**config.mk**
```make
export PLATFORM = sky130hd
export DESIGN_NAME = dvp_capture_dec
export DESIGN_NICKNAME = d
export VERILOG_FILES = /design/src/rtl/cam_pkg.sv /design/src/rtl/dvp_byte_pair.sv /design/src/rtl/dvp_capture_dec.sv
export SDC_FILE = /design/constraint.sdc
export NUM_CORES = 1
export LEC_CHECK = 0
export BUFFER_PORTS_ARGS = -buffer_cell sky130_fd_sc_hd__buf_2
export CAP_MARGIN = 10
export CELL_PAD_IN_SITES_DETAIL_PLACEMENT = 1
export CELL_PAD_IN_SITES_GLOBAL_PLACEMENT = 1
export CORE_ASPECT_RATIO = 0.75
export CORE_MARGIN = 2
export CORE_UTILIZATION = 25
export CTS_CLUSTER_DIAMETER = 50
export DETAILED_ROUTE_END_ITERATION = 16
export MAX_ROUTING_LAYER = met4
export PLACE_DENSITY = 0.47
export SYNTH_ARGS = -nofsm -noshare
export SYNTH_HDL_FRONTEND = slang
export SYNTH_HIERARCHICAL = 1
export SYNTH_SLANG_ARGS = --single-unit
export TNS_END_PERCENT = 20
```
**constraint.sdc**
```tcl
create_clock -name pclk -period 2.7 [get_ports pclk]
set_input_delay 0.405 -clock pclk [delete_from_list [all_inputs] [get_ports pclk]]
set_output_delay 0.405 -clock pclk [all_outputs]
set_load 0.005 [all_outputs]
```
**src/rtl/cam_pkg.sv**
```systemverilog
// Shared definitions for the DVP capture path: byte width, FSM encoding, pixel packing.
// Latency: n/a (types and a pure function only).
// Backpressure: n/a.
package cam_pkg;

    localparam int DVP_BYTE_W = 8;

    typedef enum logic {
        ST_SYNC  = 1'b0,   // waiting for a full vsync high->low
        ST_FRAME = 1'b1    // inside a frame, counting lines
    } cap_state_t;

    // RGB565 -> RGB444: keep the top 4 bits of each colour field.
    function automatic logic [11:0] rgb565_to_444(input logic [2*DVP_BYTE_W-1:0] p);
        return {p[15:12], p[10:7], p[4:1]};
    endfunction

endpackage

```
**src/rtl/dvp_byte_pair.sv**
```systemverilog
// DVP input register plus hi/lo byte pairing into 16-bit pixels; also re-times vsync and href edges.
// Latency: pix_vld/pix appear 1 pclk after the edge that registers the low byte (2 register stages from pins).
// Backpressure: none; the camera cannot be stalled, every pixel is emitted as it completes.
// Ports: pclk, rst_n; vsync/href/d from camera pins;
//        vsync_s, line_start, line_end, pix_vld, pix all share the same pipeline stage.
module dvp_byte_pair
    import cam_pkg::*;
(
    input  logic                    pclk,
    input  logic                    rst_n,
    input  logic                    vsync,
    input  logic                    href,
    input  logic [DVP_BYTE_W-1:0]   d,
    output logic                    vsync_s,
    output logic                    line_start,
    output logic                    line_end,
    output logic                    pix_vld,
    output logic [2*DVP_BYTE_W-1:0] pix
);

    logic                  vsync_r;
    logic                  href_r;
    logic                  href_p;
    logic [DVP_BYTE_W-1:0] d_r;
    logic [DVP_BYTE_W-1:0] hi_q;
    logic                  phase;      // 1: the byte now in d_r is the low half of a pixel
    logic                  href_rise;
    logic                  href_fall;
    logic                  byte_lo;

    assign href_rise = href_r & ~href_p;
    assign href_fall = ~href_r & href_p;
    // The first byte after href rise is always a high byte, whatever phase was left over.
    assign byte_lo   = href_r & ~href_rise & phase;

    always_ff @(posedge pclk or negedge rst_n) begin
        if (!rst_n) begin
            vsync_r    <= 1'b0;
            href_r     <= 1'b0;
            href_p     <= 1'b0;
            d_r        <= '0;
            hi_q       <= '0;
            phase      <= 1'b0;
            vsync_s    <= 1'b0;
            line_start <= 1'b0;
            line_end   <= 1'b0;
            pix_vld    <= 1'b0;
            pix        <= '0;
        end else begin
            vsync_r <= vsync;
            href_r  <= href;
            d_r     <= d;
            href_p  <= href_r;

            if (!href_r) begin
                phase <= 1'b0;
            end else if (href_rise) begin
                phase <= 1'b1;
            end else begin
                phase <= ~phase;
            end

            // A high byte left unpaired at href fall is simply overwritten by the next line.
            if (href_r && !byte_lo) begin
                hi_q <= d_r;
            end

            vsync_s    <= vsync_r;
            line_start <= href_rise;
            line_end   <= href_fall;
            pix_vld    <= byte_lo;
            if (byte_lo) begin
                pix <= {hi_q, d_r};
            end
        end
    end

endmodule

```
**src/rtl/dvp_capture_dec.sv**
```systemverilog
// DVP camera capture: RGB565 byte pairs -> decimated, windowed RGB444 frame-buffer writes.
// Latency: we rises 2 pclk after the edge that samples the low byte on d; addr/dout valid with we.
// Backpressure: none; writes beyond DEPTH are dropped and flagged through sticky overflow.
// Ports: pclk, rst_n (async, active low); vsync, href, d, enable in;
//        addr, dout, we, bank, frame_done, overflow out.
// Optional: define DVP_CAPTURE_STATS_EN to add line_len[11:0] and frame_lines[10:0].
module dvp_capture_dec
    import cam_pkg::*;
#(
    parameter int H_ACTIVE   = 640,
    parameter int V_ACTIVE   = 480,
    parameter int H_DECIM    = 2,
    parameter int V_DECIM    = 2,
    parameter int ADDR_W     = 17,
    parameter int DOUBLE_BUF = 0
) (
    input  logic                  pclk,
    input  logic                  rst_n,
    input  logic                  vsync,
    input  logic                  href,
    input  logic [DVP_BYTE_W-1:0] d,
    input  logic                  enable,
    output logic [ADDR_W-1:0]     addr,
    output logic [11:0]           dout,
    output logic                  we,
    output logic                  bank,
    output logic                  frame_done,
    output logic                  overflow
`ifdef DVP_CAPTURE_STATS_EN
    ,
    output logic [11:0]           line_len,
    output logic [10:0]           frame_lines
`endif
);

    localparam int     H_OUT    = H_ACTIVE / H_DECIM;
    localparam int     V_OUT    = V_ACTIVE / V_DECIM;
    localparam int     DEPTH    = H_OUT * V_OUT;
    localparam int     IDX_BITS = (DOUBLE_BUF != 0) ? ADDR_W - 1 : ADDR_W;
    localparam longint CAP      = longint'(1) << IDX_BITS;
    localparam int     PW       = $clog2(H_ACTIVE + 1);
    localparam int     LW       = $clog2(V_ACTIVE + 1);

    localparam logic [PW-1:0]   H_LIM     = PW'(H_ACTIVE);
    localparam logic [LW-1:0]   V_LIM     = LW'(V_ACTIVE);
    localparam logic [2:0]      H_RLD     = 3'(H_DECIM - 1);
    localparam logic [2:0]      V_RLD     = 3'(V_DECIM - 1);
    localparam logic [ADDR_W:0] DEPTH_IDX = (ADDR_W + 1)'(DEPTH);

    generate
        if (DEPTH < 1 || longint'(DEPTH) > CAP) begin : g_bad_depth
            $error("dvp_capture_dec: DEPTH does not fit the write address");
        end
        if (H_DECIM < 1 || H_DECIM > 8 || V_DECIM < 1 || V_DECIM > 8) begin : g_bad_decim
            $error("dvp_capture_dec: decimation factors must be 1..8");
        end
    endgenerate

    // ------------------------------------------------------------------ byte pairing
    logic                    vsync_s;
    logic                    line_start;
    logic                    line_end;
    logic                    pix_vld;
    logic [2*DVP_BYTE_W-1:0] pix;

    dvp_byte_pair u_pair (
        .pclk       (pclk),
        .rst_n      (rst_n),
        .vsync      (vsync),
        .href       (href),
        .d          (d),
        .vsync_s    (vsync_s),
        .line_start (line_start),
        .line_end   (line_end),
        .pix_vld    (pix_vld),
        .pix        (pix)
    );

    // ------------------------------------------------------------------ frame FSM
    cap_state_t state_q;
    cap_state_t state_d;
    logic       vsync_p;
    logic       v_rise;
    logic       v_fall;
    logic       frame_start;
    logic       frame_end;
    logic       in_frame;

    // vsync_p resets low, so a fall is only seen after vsync has been observed high post-reset.
    assign v_rise = vsync_s & ~vsync_p;
    assign v_fall = ~vsync_s & vsync_p;

    always_ff @(posedge pclk or negedge rst_n) begin
        if (!rst_n) begin
            state_q <= ST_SYNC;
            vsync_p <= 1'b0;
        end else begin
            state_q <= state_d;
            vsync_p <= vsync_s;
        end
    end

    always_comb begin
        state_d     = state_q;
        frame_start = 1'b0;
        frame_end   = 1'b0;
        case (state_q)
            ST_SYNC: begin
                if (v_fall) begin
                    state_d     = ST_FRAME;
                    frame_start = 1'b1;
                end
            end
            ST_FRAME: begin
                if (v_rise) begin
                    state_d   = ST_SYNC;
                    frame_end = 1'b1;
                end
            end
            default: state_d = ST_SYNC;
        endcase
    end

    // vsync rising takes priority over anything href is doing in the same cycle.
    assign in_frame = (state_q == ST_FRAME) && !v_rise;

    // ------------------------------------------------------------------ counters and writes
    logic [PW-1:0]   pix_cnt;
    logic [LW-1:0]   line_cnt;
    logic [2:0]      hdc;        // 0 marks a kept pixel
    logic [2:0]      vdc;        // 0 marks a kept line
    logic [ADDR_W:0] idx;        // next write index; one spare bit so DEPTH itself is representable
    logic            cap_en;
    logic            bank_q;
    logic            write_ok;
    logic [ADDR_W-1:0] wr_addr;

    generate
        if (DOUBLE_BUF != 0) begin : g_bank_addr
            assign wr_addr = {bank_q, idx[ADDR_W-2:0]};
        end else begin : g_flat_addr
            assign wr_addr = idx[ADDR_W-1:0];
        end
    endgenerate

    assign write_ok = cap_en && (pix_cnt < H_LIM) && (line_cnt < V_LIM)
                   && (hdc == 3'd0) && (vdc == 3'd0);

    assign bank = bank_q;

    always_ff @(posedge pclk or negedge rst_n) begin
        if (!rst_n) begin
            addr       <= '0;
            dout       <= '0;
            we         <= 1'b0;
            bank_q     <= 1'b0;
            frame_done <= 1'b0;
            overflow   <= 1'b0;
            pix_cnt    <= '0;
            line_cnt   <= '0;
            hdc        <= '0;
            vdc        <= '0;
            idx        <= '0;
            cap_en     <= 1'b0;
        end else begin
            we         <= 1'b0;
            frame_done <= 1'b0;

            if (frame_start) begin
                idx      <= '0;
                overflow <= 1'b0;
                line_cnt <= '0;
                vdc      <= '0;
                pix_cnt  <= '0;
                hdc      <= '0;
                cap_en   <= enable;
            end

            if (frame_end) begin
                frame_done <= cap_en;
                if (DOUBLE_BUF != 0 && cap_en) begin
                    bank_q <= ~bank_q;
                end
            end

            if (in_frame) begin
                if (line_start) begin
                    pix_cnt <= '0;
                    hdc     <= '0;
                end

                if (pix_vld) begin
                    if (write_ok) begin
                        if (idx == DEPTH_IDX) begin
                            overflow <= 1'b1;   // no wrap: addr keeps the last written location
                        end else begin
                            we   <= 1'b1;
                            addr <= wr_addr;
                            dout <= rgb565_to_444(pix);
                            idx  <= idx + (ADDR_W + 1)'(1);
                        end
                    end
                    // Saturate so over-long lines cannot wrap back into the window.
                    if (pix_cnt != H_LIM) begin
                        pix_cnt <= pix_cnt + PW'(1);
                    end
                    hdc <= (hdc == 3'd0) ? H_RLD : hdc - 3'd1;
                end

                if (line_end) begin
                    if (line_cnt != V_LIM) begin
                        line_cnt <= line_cnt + LW'(1);
                    end
                    vdc <= (vdc == 3'd0) ? V_RLD : vdc - 3'd1;
                end
            end
        end
    end

`ifdef DVP_CAPTURE_STATS_EN
    // ------------------------------------------------------------------ line/frame statistics
    logic [11:0] line_px;
    logic [10:0] frm_ln;

    always_ff @(posedge pclk or negedge rst_n) begin
        if (!rst_n) begin
            line_px     <= '0;
            frm_ln      <= '0;
            line_len    <= '0;
            frame_lines <= '0;
        end else begin
            if (frame_start) begin
                line_px <= '0;
                frm_ln  <= '0;
            end
            if (frame_end) begin
                frame_lines <= frm_ln;
            end
            if (in_frame) begin
                if (line_start) begin
                    line_px <= '0;
                end else if (pix_vld && line_px != 12'hFFF) begin
                    line_px <= line_px + 12'd1;
                end
                if (line_end) begin
                    line_len <= line_px;
                    if (frm_ln != 11'h7FF) begin
                        frm_ln <= frm_ln + 11'd1;
                    end
                end
            end
        end
    end
`endif

endmodule

```
==> reports/summary.txt <==
R2r startpoint: vdc[0]
Fin crit share: 93.87%
Worst r2r dst: idx[15]
Slew HR: 57.31%
Placement Cell Area: 5707 µm²
Starting Density: 25.43%
Placed cells: 742
Share of layout cells above drive strength 1: 27.47%
Hold Vio Cnt, Final: 0
Vias in the first global route: 3703
Row cnt: 45
Via-to-Cell Ratio: 4.573
Max Root-Sink Buffers: 2
Ant diodes: 0
Clock Skews: 0.01387 ns
PortBufs: 44
TNS Setup: 0 ns
Routed vias: 3544
Post-route ant nets: 0
Worst skew pair latency: 0.42 ns
Worst Setup SP: vdc[0]
Worst Path Required: 3.03 ns
Crit Path Max Fanout: 14
Max-cap violations: 0
Cell count after synthesis: 443
DR pass1 iterations: 4
Crit Path Category: reg -> reg
CTS Sinks: 113
P_leak: 2.957 nW
Initial antenna violation count: 0
Drt wl/cell: 15.85 µm
Grt ovf: 0
Die height: 128.0 µm
Power Dens Cells: 739.5 nW/µm²
Residual DRC: 0
Fillers: 2225
Post-route insts no fill: 775
Total power: 4.662 mW
Hold Crit Class: in -> reg
# Post-CTS Setup Buffers: 0
Worst Setup Slack, final: 0.1656 ns
H-tree depth: 4
Routed WL: 12290 µm
CTS tree: yes
# nets final: 525
CP top delay family: simple AND/OR/NAND/NOR gates
Post-Syn Area per Cell: 11.57 µm²
CTS root buf: clkbuf_16
CP endpoint: idx[15]
Die width: 169.3 µm
Clk slew on worst S/H paths: 0.06 ns
Pre-CTS setup slack: 0.1827 ns
Area growth, synth to finish: 23.00%
Core box area: 20160 µm²
Synthesized Nets: 464
Max IR drop VDD: 0.0003503 V
Setup crit start kind: flop
First-pass GRT wire length: 20380 µm
Final-report setup violation count: 0
Pin count of the biggest net entering global routing: 52
Worst Path Buf+Inv: 1
RePlAce Congestion: 0.7379
Reg2Reg Depth: 8
Crit. End Element: flop
Status: finished, final reports clean
Fin crit period: 2.534 ns
Mapped cell area: 5125 µm²
Setup repair after global routing missed its margin: no
Io pins: 46
CTS Buf Count: 17
Synth Warn #: 8
Max stage delay on crit path: 0.58 ns
CP cell instances: nor2_1, ha_1, and3b_1, and3_1, o211a_1, buf_12, mux2_1, mux2i_1
Slew Viols, Final: 0
Critical path arrival: 2.87 ns
Hpwl dp: 8461 µm
Critical-path top delay cell: o211a_1
Critical path depth: 8
Actual slew at the worst max-slew pin: 0.6404 ns
Finished layout cell area: 6304 µm²
Starting DRT DRC Count: 181
GRT Util Overall: 12.63%
R2R Setup Slk: 0.17 ns
Fmax: 394.6 MHz
Die area: 21670 µm²
==> how the worst min path moves through the flow <==
stage / slack, ns / start / end / depth (start not counted)
floorplan: 0.11 / rst_n / addr[0] / 0
global placement: 0.34 / u_pair/vsync_r / u_pair/vsync_s / 0
detailed placement: 0.35 / u_pair/vsync_r / u_pair/vsync_s / 0
CTS: 0.06 / d[4] / u_pair/d_r[4] / 1
global route: 0.07 / d[1] / u_pair/d_r[1] / 1
finish: 0.09 / d[0] / u_pair/d_r[0] / 1
==> cells in the final DEF (no fill, tap or decap), types with 5 or more instances in the layout <==
master,instances
nor2_1,19
buf_4,12
xor2_1,6
nor4_1,6
inv_6,6
buf_2,43
mux2_1,6
nand4_1,7
nand2_1,61
a21oi_1,7
mux2_4,7
inv_8,5
o22ai_1,5
and2_1,8
and3_1,7
nor3_1,9
mux2_2,35
o21ai_0,18
clkbuf_16,17
inv_1,15
ha_1,8
mux2i_1,14
nand3_1,18
dfrtp_1,113
==> area by class of cell <==
| type | instances | area [µm²] | share of cell area [%] |
|---|---|---|---|
| Sequential cell | 113 | 2828 | 44.86 |
| Multi-Input combinational cell | 299 | 2155 | 34.18 |
| Clock buffer | 17 | 425.4 | 6.749 |
| Timing Repair Buffer | 58 | 355.3 | 5.637 |
| Tap cell | 258 | 322.8 | 5.121 |
| Clock inverter | 15 | 161.4 | 2.561 |
| Inverter | 15 | 56.30 | 0.8932 |
==> worst reg2reg max path, cell delays in order (launching register included) <==
cell and delay (ns):
dfrtp_1 0.40, nor2_1 0.19, ha_1 0.21, and3b_1 0.17
and3_1 0.22, o211a_1 0.59, buf_12 0.24, mux2_1 0.33
mux2i_1 0.12
==> stage by stage <==
stage          hold slack, ns  utilization [%]
5_1_grt               0.06712            31.27
2_1_floorplan          0.1094                -
4_1_cts               0.06164            31.27
6_report              0.08717            31.27
3_5_place_dp           0.3515            28.31
3_3_place_gp           0.3389            28.31
==> power breakdown <==
group	total, mW	internal, mW	switching (mW)
Sequential	1.97	1.86	0.110
Combinational	0.441	0.228	0.213
Clock	2.25	1.31	0.940
==> per-layer routing <==
metal	track usage, %	vias to the layer above	wire length, µm
li1	-	1700	-
met1	17.81	1786	6548
met2	17.36	48	5220
met3	3.149	10	362
met4	4.827	0	156
met5	-	-	0
==> timing repair <==
action	in CTS	in global routing
hold buffers	1	0
endpoints found under the setup margin	0	0
endpoints found under the hold margin	27	0
gates resized for setup	0	0
==> flip-flops by register name (all words and copies together) (netlist names), 3 cells and up <==
register     cells
u_pair/d_r       8
line_cnt         9
pix_cnt         10
vdc              3
idx             18
addr            17
u_pair/pix      12
hdc              3
u_pair/hi_q      7
dout            12
Note: power is estimated with default switching activity, not from simulation.
